File: src/rtl/pwm_capture_if.sv
// rtl/pwm_capture_if.sv - measurement result bus published by pwm_capture
interface pwm_capture_if #(
   parameter int WIDTH = 26
);
   logic [WIDTH-1:0] duty_out;
   logic [WIDTH-1:0] period_out;
   logic             valid;
   logic             timeout;
   logic             stuck_high;

   modport master (output duty_out, period_out, valid, timeout, stuck_high);
   modport slave  (input  duty_out, period_out, valid, timeout, stuck_high);
endinterface

File: src/rtl/pwm_capture.sv
// rtl/pwm_capture.sv - PWM high-time / period meter with loss-of-signal detection
// Counts in clk cycles between synchronized edges; reports once per period.
module pwm_capture #(
   parameter int WIDTH   = 26,
   parameter int TIMEOUT = 2100000
) (
   input  logic          clk,
   input  logic          rst,
   input  logic          pwm_in,
   pwm_capture_if.master res
);
   typedef enum logic [1:0] {IDLE, MEAS_HIGH, MEAS_LOW} state_t;

   localparam logic [WIDTH-1:0] LIMIT = WIDTH'(TIMEOUT);
   localparam logic [WIDTH-1:0] ONE   = WIDTH'(1);

   logic             s1_q, s2_q, s3_q;
   state_t           state_q;
   logic [WIDTH-1:0] per_cnt_q, hi_cnt_q;
   logic [WIDTH-1:0] per_cnt_d, hi_cnt_d;
   logic [WIDTH-1:0] duty_q, period_q;
   logic             valid_q, timeout_q, stuck_q;

   logic rise, fall, at_limit, do_report, do_timeout;

   assign rise     = s2_q & ~s3_q;
   assign fall     = ~s2_q & s3_q;
   assign at_limit = (per_cnt_q == LIMIT);

   // A rise always beats the timeout; in IDLE the timeout fires only once.
   assign do_report  = (state_q == MEAS_LOW) && rise;
   assign do_timeout = at_limit && !rise && ((state_q != IDLE) || !timeout_q);

   always_comb begin
      per_cnt_d = per_cnt_q;
      hi_cnt_d  = hi_cnt_q;
      if (rise) begin
         per_cnt_d = ONE;
         hi_cnt_d  = ONE;
      end else begin
         if (!at_limit) per_cnt_d = per_cnt_q + ONE;
         if ((state_q == MEAS_HIGH) && !fall) hi_cnt_d = hi_cnt_q + ONE;
      end
   end

   always_ff @(posedge clk) begin
      if (rst) begin
         s1_q      <= 1'b0;
         s2_q      <= 1'b0;
         s3_q      <= 1'b0;
         state_q   <= IDLE;
         per_cnt_q <= '0;
         hi_cnt_q  <= '0;
         duty_q    <= '0;
         period_q  <= '0;
         valid_q   <= 1'b0;
         timeout_q <= 1'b0;
         stuck_q   <= 1'b0;
      end else begin
         s1_q      <= pwm_in;
         s2_q      <= s1_q;
         s3_q      <= s2_q;
         per_cnt_q <= per_cnt_d;
         hi_cnt_q  <= hi_cnt_d;
         valid_q   <= do_report | do_timeout;
         if (do_timeout) begin
            state_q   <= IDLE;
            timeout_q <= 1'b1;
            stuck_q   <= s2_q;
            duty_q    <= '0;
            period_q  <= '0;
         end else begin
            case (state_q)
               IDLE: begin
                  if (rise) state_q <= MEAS_HIGH;
               end
               MEAS_HIGH: begin
                  if (fall) state_q <= MEAS_LOW;
               end
               MEAS_LOW: begin
                  if (rise) begin
                     state_q   <= MEAS_HIGH;
                     period_q  <= per_cnt_q;
                     duty_q    <= hi_cnt_q;
                     timeout_q <= 1'b0;
                     stuck_q   <= 1'b0;
                  end
               end
               default: state_q <= IDLE;
            endcase
         end
      end
   end

   assign res.duty_out   = duty_q;
   assign res.period_out = period_q;
   assign res.valid      = valid_q;
   assign res.timeout    = timeout_q;
   assign res.stuck_high = stuck_q;
endmodule

File: src/flat_wrapper.sv
// flat-port wrapper written by rule: the top's interface ports become plain ports
module pwm_capture_flat 
#(
   parameter int WIDTH   = 26,
   parameter int TIMEOUT = 2100000
)
  (clk, rst, pwm_in, res_duty_out, res_period_out, res_valid, res_timeout, res_stuck_high);
  pwm_capture_if #(.WIDTH(WIDTH)) res_i ();
  input  logic clk;
  input  logic rst;
  input  logic pwm_in;
  output wire logic [$bits(res_i.duty_out)-1:0] res_duty_out;
  output wire logic [$bits(res_i.period_out)-1:0] res_period_out;
  output wire logic [$bits(res_i.valid)-1:0] res_valid;
  output wire logic [$bits(res_i.timeout)-1:0] res_timeout;
  output wire logic [$bits(res_i.stuck_high)-1:0] res_stuck_high;
  assign res_duty_out = res_i.duty_out;
  assign res_period_out = res_i.period_out;
  assign res_valid = res_i.valid;
  assign res_timeout = res_i.timeout;
  assign res_stuck_high = res_i.stuck_high;
  pwm_capture #(.WIDTH(WIDTH), .TIMEOUT(TIMEOUT)) u_core (.clk(clk), .rst(rst), .pwm_in(pwm_in), .res(res_i));
endmodule
File: config.mk
export PLATFORM = sky130hd
export DESIGN_NAME = pwm_capture_flat
export DESIGN_NICKNAME = d
export VERILOG_FILES = /design/src/rtl/pwm_capture_if.sv /design/src/rtl/pwm_capture.sv /design/src/flat_wrapper.sv
export SDC_FILE = /design/constraint.sdc
export NUM_CORES = 1
export LEC_CHECK = 0
export CORE_ASPECT_RATIO = 1.75
export CORE_MARGIN = 2
export CORE_UTILIZATION = 35
export DETAILED_ROUTE_END_ITERATION = 8
export SYNTH_ARGS = -nofsm -noshare
export SYNTH_HDL_FRONTEND = slang
export SYNTH_SLANG_ARGS = --single-unit
File: constraint.sdc
create_clock -name clk -period 2.76 [get_ports clk]
set_clock_uncertainty 0.1 [all_clocks]
set_input_delay 0.414 -clock clk [delete_from_list [all_inputs] [get_ports clk]]
set_output_delay 0.414 -clock clk [all_outputs]
set_load 0.01 [all_outputs]
# Word level (Yosys, flattened, before mapping)

Index checks and enable logic that the tools add are counted.
W data, S select, Z words.

Equality and inequality tests: 6
Bitwise operators: 5
Reductions and logical operators: 19
Mux-type cells: 11
$add $sub $neg: 2

Operators with widths:

| cell                    | count |
|---|---|
| $add A26 B1 Y26 const B | 2 |
| $eq A26 B22 Y1 const B  | 1 |
| $mux W1                 | 8 |
| $reduce_bool A2 Y1      | 4 |
| $ne A2 B1 Y1 const B    | 3 |
| $reduce_and A2 Y1       | 3 |
| $reduce_or A2 Y1        | 3 |
| $logic_and A1 B1 Y1     | 4 |
| $mux W2                 | 2 |
| $pmux W2 S2             | 1 |
| $logic_not A1 Y1        | 3 |
| $and A1 B1 Y1           | 2 |
| $eq A2 B1 Y1 const B    | 1 |
| $eq A2 B2 Y1 const B    | 1 |
| $logic_not A2 Y1        | 1 |
| $not A1 Y1              | 2 |
| $logic_or A1 B1 Y1      | 1 |
| $or A1 B1 Y1            | 1 |

Register bits: 112
Input bits: 3
Word-level logic and storage cells: 56
Output and inout port bits: 55

# Longest topological paths before layout

Gate-level depths: netlist of run 1.

Depth after elaboration: 7
Depth in mapped cells: 7
Depth with buffers taken out: 6

# Least setup slack after synthesis of run 1

Ideal clock, no wire load.

Path type: flip-flop to flip-flop
From: reg u_core.per_cnt_q[2]
To: reg u_core.stuck_q (netlist: u_core.res.stuck_high)
Setup slack: 0.762 ns
Stages on the path, launching flop included: 6
Path buffers: 1
Setup time: 0.121 ns
Arrival: 1.777 ns
Data required time: 2.539 ns
Period minus slack after synthesis: 1.998 ns
Path through: dfxtp_1 clkbuf_1 nor4b_1 nand4_1 or3_1 mux2_2

Longest elaborated chain between the ends: 5
Elaborated cells between the ends (all ways): 7
Those cells by class: 1 x eq/ne; 1 x mux; 5 x reduce/logical

Ends and longest elaborated chain:

| what                               | RTL line          | text |
|---|---|---|
| start, declared                    | pwm_capture.sv:19 | `logic [WIDTH-1:0] per_cnt_q, hi_cnt_q;` |
| start signal, assigned             | pwm_capture.sv:63 | `per_cnt_q <= per_cnt_d;` |
| $eq A26 B22 Y1 *                   | pwm_capture.sv:28 | `assign at_limit = (per_cnt_q == LIMIT);` |
| $logic_and A1 B1 Y1 * (2 in a row) | pwm_capture.sv:32 | `assign do_timeout = at_limit && !rise && ((state_q != IDLE) \|\| !timeout_q);` |
| $reduce_bool A2 Y1 (no line)       | n/a               |  |
| $reduce_and A2 Y1 (no line)        | n/a               |  |
| end signal, assigned               | pwm_capture.sv:69 | `stuck_q <= s2_q;` |
| end, declared                      | pwm_capture.sv:22 | `logic valid_q, timeout_q, stuck_q;` |

Every way passes the cells marked *; elsewhere a longest branch is shown, timed or not.
A chain may end at the register's enable or synchronous reset.

# Final worst setup path of run 1

From: reg u_core.per_cnt_q[9]
To: reg u_core.per_cnt_q[23]

Longest elaborated chain between the ends: 1
Elaborated cells between the ends (all ways): 2
Those cells by class: 1 x add/sub; 1 x eq/ne

Ends and longest elaborated chain:

| what                                              | RTL line |
|---|---|
| $add A26 B1 Y26 or $eq A26 B22 Y1 (tied branches) | pwm_capture.sv:41, pwm_capture.sv:28 |

Several ways; a longest one is shown, not always the timed one.

==> flow_summary_export.csv, run 1 <==
group,metric,value,unit
outcome,run_status,"finished, final reports clean",
logic_synthesis,syn-cell-area,0.00466,mm²
critical_path,worst_path_max_delay_cell,"sky130_fd_sc_hd__or4_1",
critical_path,cp-start-kind,"flop",
floorplanning,start_util,35.9,%
timing,drv_slew,0,
critical_path,critical-path-top-delay-family,"simple AND/OR/NAND/NOR gates",
power,power.combinational.fraction,2.4,%
critical_path,cp_data_arrival_time,2.55,ns
logic_synthesis,yosysTopAreaCellShare,48.1,%
critical_path,setup.worst_path.end_class,"flop",
route,drt_first_pass_iters,4,
clock_tree,cts_post_setup_buffers_inserted,0,
clock_tree,htree_num_levels,3,
logic_synthesis,synthesis.nets,581,
clock_tree,clock_tree.root_cell,"sky130_fd_sc_hd__clkbuf_16",
timing,setup_viol,0,
clock_tree,cts_tree,"built",
logic_synthesis,synth.top_cells.by_count,"131 x sky130_fd_sc_hd__nand2_1, 112 x sky130_fd_sc_hd__dfxtp_1, 84 x sky130_fd_sc_hd__a21oi_1, 29 x sky130_fd_sc_hd__clkbuf_1, 24 x sky130_fd_sc_hd__nor2_1",
floorplanning,design.core.area,0.0130,mm²
timing,timing.slew.headroom,60.3,%
timing,max_freq,0.421,GHz
critical_path,critical_path_class,"flop to flop",
global_route,grt_first_pass_wirelength,18700,µm
place,place_congestion,0.832,
timing,fin_tns_setup,0,ns
logic_synthesis,synth_flop_cell,"sky130_fd_sc_hd__dfxtp_1",
critical_path,rr_startpoint,"u_core.per_cnt_q[9]",
power,share_seq_of_total_power,53.7,%
logic_synthesis,ys_seq_area_share,48.1,%
logic_synthesis,syn-mean-instance-area,8.11,µm²
floorplanning,design.portCount,58,
logic_synthesis,synth-seq-cells,112,
clock_tree,clk-insertion-delay-late,0.35,ns
timing,fin_hold_ws,0.355,ns
logic_synthesis,synth_enable_flop_cells,0,
power,power.ir.vdd_worst,0.284,mV
critical_path,path_cells,"nand4_2 -> or4_1 -> or4_1 -> a21oi_1",
place,numPortBuffers,57,
route,routed-via-count,4106,
critical_path,r2r_setup_slack,0.38,ns
power,cellLeakagePower,1.76,nW
global_route,grt_start_max_net_pins,40,
power,switching_power,0.665,mW
power,power.switching_fraction,21.8,%
place,detailedPlacementHpwl,7960,µm
power,power.share.clock,43.9,%
hold_path,min_from,"u_core.res.duty_out[11]",
route,vias_per_cell,5.17,
cells_and_area,final_nets,624,
timing,final_min_period_over_clock_period,86.2,%
power,cell_internal_pwr,2.38,mW
cells_and_area,n_antenna_cell,0,
cells_and_area,post_route_cells_drive_above_1_share,4.98,%
global_route,total_grt_usage,16.0,%
critical_path,worst_setup_path_startpoint,"u_core.per_cnt_q[9]",
job,cap_violations,0,
floorplanning,dieHeight,157,µm
timing,tightestPinTransition,0.596,ns
logic_synthesis,yosysTopAreaCell,"sky130_fd_sc_hd__dfxtp_1",
clock_tree,post_cts_sizing,0,
logic_synthesis,ys_types,33,
route,ant_nets,0,
route,remaining_drc_errors,0,
clock_tree,numCtsBuffers,9,
logic_synthesis,yosys-top-cells-area,"sky130_fd_sc_hd__dfxtp_1 48%, sky130_fd_sc_hd__nand2_1 11%, sky130_fd_sc_hd__a21oi_1 9.0%",
floorplanning,num_rows,55,
critical_path,critPathBufInv,0,
logic_synthesis,ys_async_sr_fraction,0,%
route,routed_wl,11200,µm
hold_path,worstHoldPathType,"flop to flop",
global_route,global_route.overflow_total,0,
cells_and_area,syn_to_final_growth,22.1,%
logic_synthesis,synthCells,575,
timing,min_period,2.38,ns
timing,timing_hold_violations_final,0,
clock_tree,cts_hold_repair.buffers,0,
floorplanning,die-area,0.0143,mm²
clock_tree,cts.clk_slew.worst_paths,0.08,ns
power,cellPowerDensity,534,mW/mm²
critical_path,worst_path_most_repeated_cell,"sky130_fd_sc_hd__or4_1",
clock_tree,clockBufferDepth,2,
route,detail_route.iter0.violations,181,
clock_tree,tritoncts_num_sinks,112,
critical_path,max_stage_delay,0.79,ns
critical_path,timing.critical_path.required,2.93,ns
logic_synthesis,number_of_synthesis_warnings,0,
floorplanning,die_x,91.3,µm
critical_path,crit_path_max_fanout,16,
timing,unrepaired_setup_endpoints_after_global_routing,"false",
route,drt-wirelength-per-cell,14.1,µm
global_route,first_global_vias,3999,
global_route,grt_antenna_before_repair,0,
logic_synthesis,yosys.cell_count.top_type,"sky130_fd_sc_hd__nand2_1",
==> final cells by class <==
cell class / count / area, µm²
Clock inverter: 6 / 68.8
Fill cell: 1293 / 7310
Timing Repair Buffer: 68 / 653
Inverter: 12 / 45.0
Clock buffer: 10 / 239
Sequential cell: 112 / 2240
Tap cell: 171 / 214
Multi-Input combinational cell: 415 / 2230
==> tightest hold or removal path: stages (launching register included) <==
cell                      delay, ns
sky130_fd_sc_hd__dfxtp_1       0.31
sky130_fd_sc_hd__nand2_1       0.05
sky130_fd_sc_hd__a21oi_1       0.05
==> power by group through the flow <==
stage	registers [mW]	logic [mW]	clock network, mW
floorplan	1.67	0.0527	0
global placement	1.67	0.0728	0
detailed placement	1.67	0.0743	0
CTS	1.63	0.0749	1.37
global route	1.64	0.0828	1.43
finish	1.63	0.0736	1.34
==> per-layer routing <==
layer | GRT usage (%) | wire length, µm | up-vias
met4 | 6.42 | 212 | 0
li1 | - | - | 2078
met1 | 16.7 | 4460 | 1960
met3 | 2.74 | 299 | 14
met2 | 31.0 | 6210 | 54
met5 | 0 | 0 | -
==> state kept, by name, indices dropped and copies added, names as in the netlist <==
| signal | count |
|---|---|
| u_core.hi_cnt_q | 26 |
| u_core.per_cnt_q | 26 |
| u_core.res.duty_out | 26 |
| u_core.res.period_out | 26 |
| u_core.state_q | 2 |
| u_core.res.stuck_high | 1 |
| u_core.res.timeout | 1 |
| u_core.res.valid | 1 |
| u_core.s1_q | 1 |
| u_core.s2_q | 1 |
| u_core.s3_q | 1 |
==> worst paths after layout <==
kind	cells past startpoint	endpoint
setup / recovery	4	u_core.per_cnt_q[23]
hold / removal	2	u_core.res.duty_out[11]
hold reg to reg	2	u_core.res.duty_out[11]
setup reg to reg	4	u_core.per_cnt_q[23]
==> per-stage QoR <==
step	util, %	cells	setup WS [ns]	power, mW	area (µm²)
global placement	41.4	778	0.482	1.74	5390
floorplan	-	575	0.762	1.72	4660
CTS	43.8	794	0.398	3.08	5700
detailed placement	41.4	778	0.436	1.75	5390
finish	43.8	794	0.382	3.04	5700
global route	43.8	794	0.175	3.15	5700
==> kinds of logic after synthesis <==
group | count (synthesis) | synth area share [%]
AO/OA/AOI/OAI | 118 | 14.1
multiplexers | 6 | 1.31
buffers and inverters | 48 | 4.05
adder cells (fa/ha/maj) | 3 | 0.805
AND/OR/NAND/NOR | 271 | 28.5
XOR/XNOR | 17 | 3.19
flip-flops | 112 | 48.1
==> cells in the final DEF, fill, tap and decap left out, types with 11 or more instances in the layout <==
master                              n
sky130_fd_sc_hd__a21oi_1           84
sky130_fd_sc_hd__buf_4             11
sky130_fd_sc_hd__clkdlybuf4s50_1   57
sky130_fd_sc_hd__dfxtp_1          112
sky130_fd_sc_hd__inv_1             12
sky130_fd_sc_hd__nand2_1          131
sky130_fd_sc_hd__nand3_1           22
sky130_fd_sc_hd__nand4_1           11
sky130_fd_sc_hd__nor2_1            24
sky130_fd_sc_hd__nor4_1            11
sky130_fd_sc_hd__o21ai_0           13
sky130_fd_sc_hd__o31ai_1           17
sky130_fd_sc_hd__or3_1             18
sky130_fd_sc_hd__or4_1             20
No activity file was read; power rests on OpenSTA's default activity.
==> run 2: changes to the inputs <==
clock period = 2.4 ns   (was 2.76 ns; I/O delays follow)
==> flow_summary_export.csv, run 2 (synthesis gave the netlist of run 1 again) <==
group,metric,value,unit
timing,fin_tns_setup,0,ns
power,cellLeakagePower,1.80,nW
timing,fin_hold_ws,0.352,ns
place,placedCellCount,787,
critical_path,setup.worst_path.end_class,"flop",
place,numPortBuffers,57,
critical_path,cp_data_arrival_time,2.37,ns
route,drt-wirelength-per-cell,14.2,µm
hold_path,worstHoldPathType,"flop to flop",
floorplanning,num_rows,55,
timing,final_min_period_over_clock_period,92.8,%
clock_tree,numCtsBuffers,9,
power,power.ir.vdd_worst,0.432,mV
timing,timing_hold_violations_final,0,
cells_and_area,post_route_cells_drive_above_1_share,6.49,%
cells_and_area,final_nets,633,
clock_tree,clk-insertion-delay-late,0.35,ns
timing,postLayoutSetupSlackWorst,0.172,ns
critical_path,timing.critical_path.required,2.54,ns
timing,timing.slew.headroom,64.6,%
floorplanning,dieHeight,157,µm
timing,unrepaired_setup_endpoints_after_global_routing,"false",
route,routed-via-count,4212,
route,vias_per_cell,5.25,
floorplanning,design.core.area,0.0130,mm²
job,cap_violations,0,
clock_tree,tritoncts_num_sinks,112,
cells_and_area,final_cell_count_no_fill,803,
place,dp_worst_setup_slack,0.175,ns
floorplanning,design.portCount,58,
floorplanning,start_util,35.9,%
clock_tree,cts_hold_repair.buffers,0,
place,place_congestion,0.863,
power,power.total,3.49,mW
timing,max_freq,0.449,GHz
global_route,first_global_vias,4181,
floorplanning,die_x,91.3,µm
route,drt_first_pass_iters,4,
clock_tree,clockBufferDepth,2,
clock_tree,cts_tree,"built",
place,detailedPlacementHpwl,8290,µm
route,detail_route.iter0.violations,197,
clock_tree,clock_tree.root_cell,"sky130_fd_sc_hd__clkbuf_16",
floorplanning,die-area,0.0143,mm²
global_route,global_route.overflow_total,0,
global_route,grt_first_pass_wirelength,19400,µm
timing,tightestPinTransition,0.530,ns
global_route,grt_start_max_net_pins,32,
power,cellPowerDensity,606,mW/mm²
route,routed_wl,11400,µm
cells_and_area,layout.cells.most_common,"sky130_fd_sc_hd__nand2_1",
timing,setup_viol,0,
global_route,grt_antenna_before_repair,0,
clock_tree,cts.clk_slew.worst_paths,0.07,ns
cells_and_area,final_cell_mix,"131 x sky130_fd_sc_hd__nand2_1, 112 x sky130_fd_sc_hd__dfxtp_1, 84 x sky130_fd_sc_hd__a21oi_1",
route,remaining_drc_errors,0,
timing,drv_slew,0,
outcome,run_status,"finished, final reports clean",
timing,min_period,2.23,ns
clock_tree,cts_post_setup_buffers_inserted,0,
critical_path,cp-start-kind,"flop",
route,ant_nets,0,
clock_tree,htree_num_levels,3,
critical_path,critical_path_class,"flop to flop",
critical_path,crit_path_max_fanout,8,
cells_and_area,n_antenna_cell,0,
cells_and_area,syn_to_final_growth,23.6,%
cells_and_area,fillerInstances,1324,
global_route,total_grt_usage,16.5,%
-- run 2: changes by cell type in the layout (fill, tap and decap cells not counted) --
cell,delta
sky130_fd_sc_hd__buf_4,+9
sky130_fd_sc_hd__inv_6,+1
sky130_fd_sc_hd__clkinvlp_4,+1
sky130_fd_sc_hd__clkinv_4,-2
sky130_fd_sc_hd__nand3_2,+1
sky130_fd_sc_hd__nand3_1,-1
-- run 2: cell type report --
cell class / count / area [µm²] / share of cell area, %
inverter: 12 / 45.0 / 0.781
sequential: 112 / 2240 / 38.9
multi-input combinational: 415 / 2240 / 38.8
tap: 171 / 214 / 3.71
timing repair buffer: 77 / 721 / 12.5
clock inverter: 6 / 67.6 / 1.17
clock buffer: 10 / 239 / 4.14
-- run 2: repair_timing --
action,in CTS,in global routing
resized for setup,0,1
setup endpoints to repair,0,1
endpoints found under the hold margin,0,0
-- run 2: final timing paths --
| path | startpoint | to | slack (ns) | cells past startpoint |
|---|---|---|---|---|
| worst max-delay path | u_core.per_cnt_q[0] | u_core.res.stuck_high | 0.17 | 6 |
| worst min-delay path | u_core.res.duty_out[16] | u_core.res.duty_out[16] | 0.35 | 2 |
| worst max register to register | u_core.per_cnt_q[0] | u_core.res.stuck_high | 0.17 | 6 |
| worst min register to register | u_core.res.duty_out[16] | u_core.res.duty_out[16] | 0.35 | 2 |
-- run 2: through the flow --
stage / cell area [µm²] / utilization (%)
floorplan: 4660 / -
global placement: 5460 / 41.9
detailed placement: 5460 / 41.9
CTS: 5760 / 44.3
global route: 5770 / 44.3
finish: 5770 / 44.3
-- run 2: per-layer routing --
layer	up-vias	wire (µm)	global-route usage, %	part of all wire (%)
met5	-	0	0	0
met4	0	240	5.70	2.1
met1	1996	4370	17.2	38
met2	90	6350	32.5	56
li1	2105	-	-	-
met3	21	412	3.18	3.6
-- run 2: power breakdown --
group	switching (mW)	total [mW]	internal (mW)	leakage, nW
sequential	0.0125	1.88	1.87	0.903
clock	0.682	1.52	0.842	0.145
combinational	0.0599	0.0901	0.0302	0.748
-- run 2: critical path, stage by stage, from the launching register on --
cell                       delay, ns
sky130_fd_sc_hd__dfxtp_1        0.39
sky130_fd_sc_hd__inv_1          0.11
sky130_fd_sc_hd__ha_1           0.16
sky130_fd_sc_hd__nor4bb_1       0.39
sky130_fd_sc_hd__nand3_2        0.23
sky130_fd_sc_hd__or3_1          0.45
sky130_fd_sc_hd__mux2_2         0.29
==> run 3: changes to the inputs <==
CELL_PAD_IN_SITES_DETAIL_PLACEMENT = 2   (was default)
CELL_PAD_IN_SITES_GLOBAL_PLACEMENT = 2   (was default)
CORE_UTILIZATION = 33   (was 35)
PLACE_DENSITY_LB_ADDON = 0.1   (was default)
==> flow_summary_export.csv, run 3 (synthesis gave the netlist of run 1 again) <==
group,metric,value,unit
critical_path,end_of_the_worst_register_to_register_path,"u_core.res.duty_out[21]",
power,cellLeakagePower,1.84,nW
hold_path,worstHoldPathType,"flop to flop",
place,numPortBuffers,57,
critical_path,worst_setup_path_startpoint,"u_core.per_cnt_q[2]",
power,cellPowerDensity,613,mW/mm²
cells_and_area,final_cell_mix,"130 x sky130_fd_sc_hd__nand2_1, 112 x sky130_fd_sc_hd__dfxtp_1, 84 x sky130_fd_sc_hd__a21oi_1",
cells_and_area,n_antenna_cell,0,
floorplanning,design.core.area,0.0138,mm²
floorplanning,dieHeight,161,µm
power,switching_power,0.751,mW
power,power.ir.vdd_worst,0.305,mV
critical_path,critical_path_class,"flop to flop",
global_route,grt_antenna_before_repair,0,
timing,max_freq,0.445,GHz
route,routed-via-count,4351,
floorplanning,num_rows,57,
critical_path,r2r_setup_slack,0.15,ns
global_route,first_global_vias,4785,
hold_path,min_delay_path_depth,1,
clock_tree,post_cts_sizing,0,
critical_path,setup.worst_path.end_class,"flop",
clock_tree,tritoncts_num_sinks,112,
route,drt-wirelength-per-cell,17.8,µm
floorplanning,die-area,0.0151,mm²
place,place_congestion,0.742,
route,detail_route.iter0.violations,78,
clock_tree,cts_post_setup_buffers_inserted,0,
cells_and_area,layout.cells.most_common,"sky130_fd_sc_hd__nand2_1",
timing,final_min_period_over_clock_period,93.6,%
clock_tree,clk-insertion-delay-late,0.35,ns
outcome,run_status,"finished, final reports clean",
power,share_seq_of_total_power,52.3,%
power,power.combinational.fraction,2.9,%
critical_path,rr_startpoint,"u_core.per_cnt_q[2]",
global_route,global_route.overflow_total,0,
critical_path,cp_data_arrival_time,2.39,ns
timing,unrepaired_setup_endpoints_after_global_routing,"false",
hold_path,min_from,"u_core.s1_q",
clock_tree,htree_num_levels,3,
critical_path,cp-start-kind,"flop",
route,drt_first_pass_iters,4,
clock_tree,numCtsBuffers,9,
global_route,total_grt_usage,20.0,%
place,detailedPlacementHpwl,10500,µm
route,remaining_drc_errors,0,
route,routed_wl,14500,µm
timing,fin_tns_setup,0,ns
clock_tree,clock_tree.root_cell,"sky130_fd_sc_hd__clkbuf_16",
timing,fin_hold_ws,0.352,ns
global_route,grt_start_max_net_pins,34,
cells_and_area,post_route_cells_drive_above_1_share,7.22,%
floorplanning,die_x,93.9,µm
clock_tree,cts_hold_repair.buffers,0,
power,power.switching_fraction,20.9,%
timing,timing_hold_violations_final,0,
route,vias_per_cell,5.35,
timing,tightestPinTransition,0.564,ns
floorplanning,design.portCount,58,
timing,drv_slew,0,
cells_and_area,final_nets,640,
floorplanning,start_util,33.7,%
clock_tree,cts.clk_slew.worst_paths,0.08,ns
clock_tree,clockBufferDepth,2,
critical_path,crit_path_max_fanout,21,
cells_and_area,finish.instance_area,0.00585,mm²
cells_and_area,syn_to_final_growth,25.3,%
critical_path,worst_r2r_path_depth,6,
timing,timing.slew.headroom,62.4,%
power,cell_internal_pwr,2.83,mW
route,ant_nets,0,
global_route,grt_first_pass_wirelength,23900,µm
job,cap_violations,0,
timing,setup_viol,0,
power,power.share.clock,44.8,%
clock_tree,cts_tree,"built",
critical_path,timing.critical_path.required,2.54,ns
hold_path,min_to,"u_core.s2_q",
timing,min_period,2.25,ns
place,post_dp_cell_area,0.00553,mm²
## run 3: changes by cell type in the layout (fill, tap and decap cells not counted), sizes merged
| cell | delta |
|---|---|
| buf | +7 |
| bufinv | +1 |
| clkbuf | +1 |
| clkinv | -2 |
| clkinvlp | -1 |
| inv | -1 |
## run 3: final cells by class
cell class	count	area [µm²]
sequential	112	2240
timing repair buffer	84	786
tap	177	221
clock inverter	3	67.6
inverter	12	45.0
multi-input combinational	415	2240
fill	1577	7990
clock buffer	11	243
## run 3: worst max-delay path, stage by stage, from the launching register on
cell	delay (ns)
sky130_fd_sc_hd__dfxtp_1	0.41
sky130_fd_sc_hd__nor4b_1	0.51
sky130_fd_sc_hd__nand4_1	0.19
sky130_fd_sc_hd__buf_4	0.21
sky130_fd_sc_hd__o31ai_4	0.30
sky130_fd_sc_hd__buf_4	0.32
sky130_fd_sc_hd__a21oi_1	0.08
## run 3: how the worst max path moves through the flow
stage | endpoint | slack [ns]
5_1_grt | u_core.res.duty_out[21] | 0.0006
2_1_floorplan | u_core.res.stuck_high | 0.40
3_3_place_gp | u_core.hi_cnt_q[25] | 0.25
4_1_cts | u_core.hi_cnt_q[25] | 0.15
3_5_place_dp | u_core.hi_cnt_q[25] | 0.17
6_report | u_core.res.duty_out[21] | 0.15
## run 3: metal layers
layer  global-route usage [%]  vias up  share of wire, %
met5                        0        -                 0
met4                     6.85        0               1.8
met3                     2.43       16               1.5
met2                     40.5       40                61
met1                     20.0     2186                36
li1                         -     2109                 -
## run 3: power by group through the flow
| stage | logic [mW] | registers (mW) | clock network, mW |
|---|---|---|---|
| detailed placement | 0.107 | 1.92 | 0 |
| global placement | 0.103 | 1.92 | 0 |
| CTS | 0.108 | 1.87 | 1.65 |
| global route | 0.117 | 1.88 | 1.74 |
| floorplan | 0.0606 | 1.92 | 0 |
| finish | 0.105 | 1.87 | 1.61 |
## run 3: per-stage QoR
step	cells	setup slack (ns)	utilization [%]	power, mW
detailed placement	800	0.170	40.0	2.02
global placement	800	0.249	40.0	2.02
floorplan	575	0.402	-	1.98
CTS	814	0.147	42.2	3.64
global route	814	0.000556	42.3	3.73
finish	814	0.153	42.3	3.59
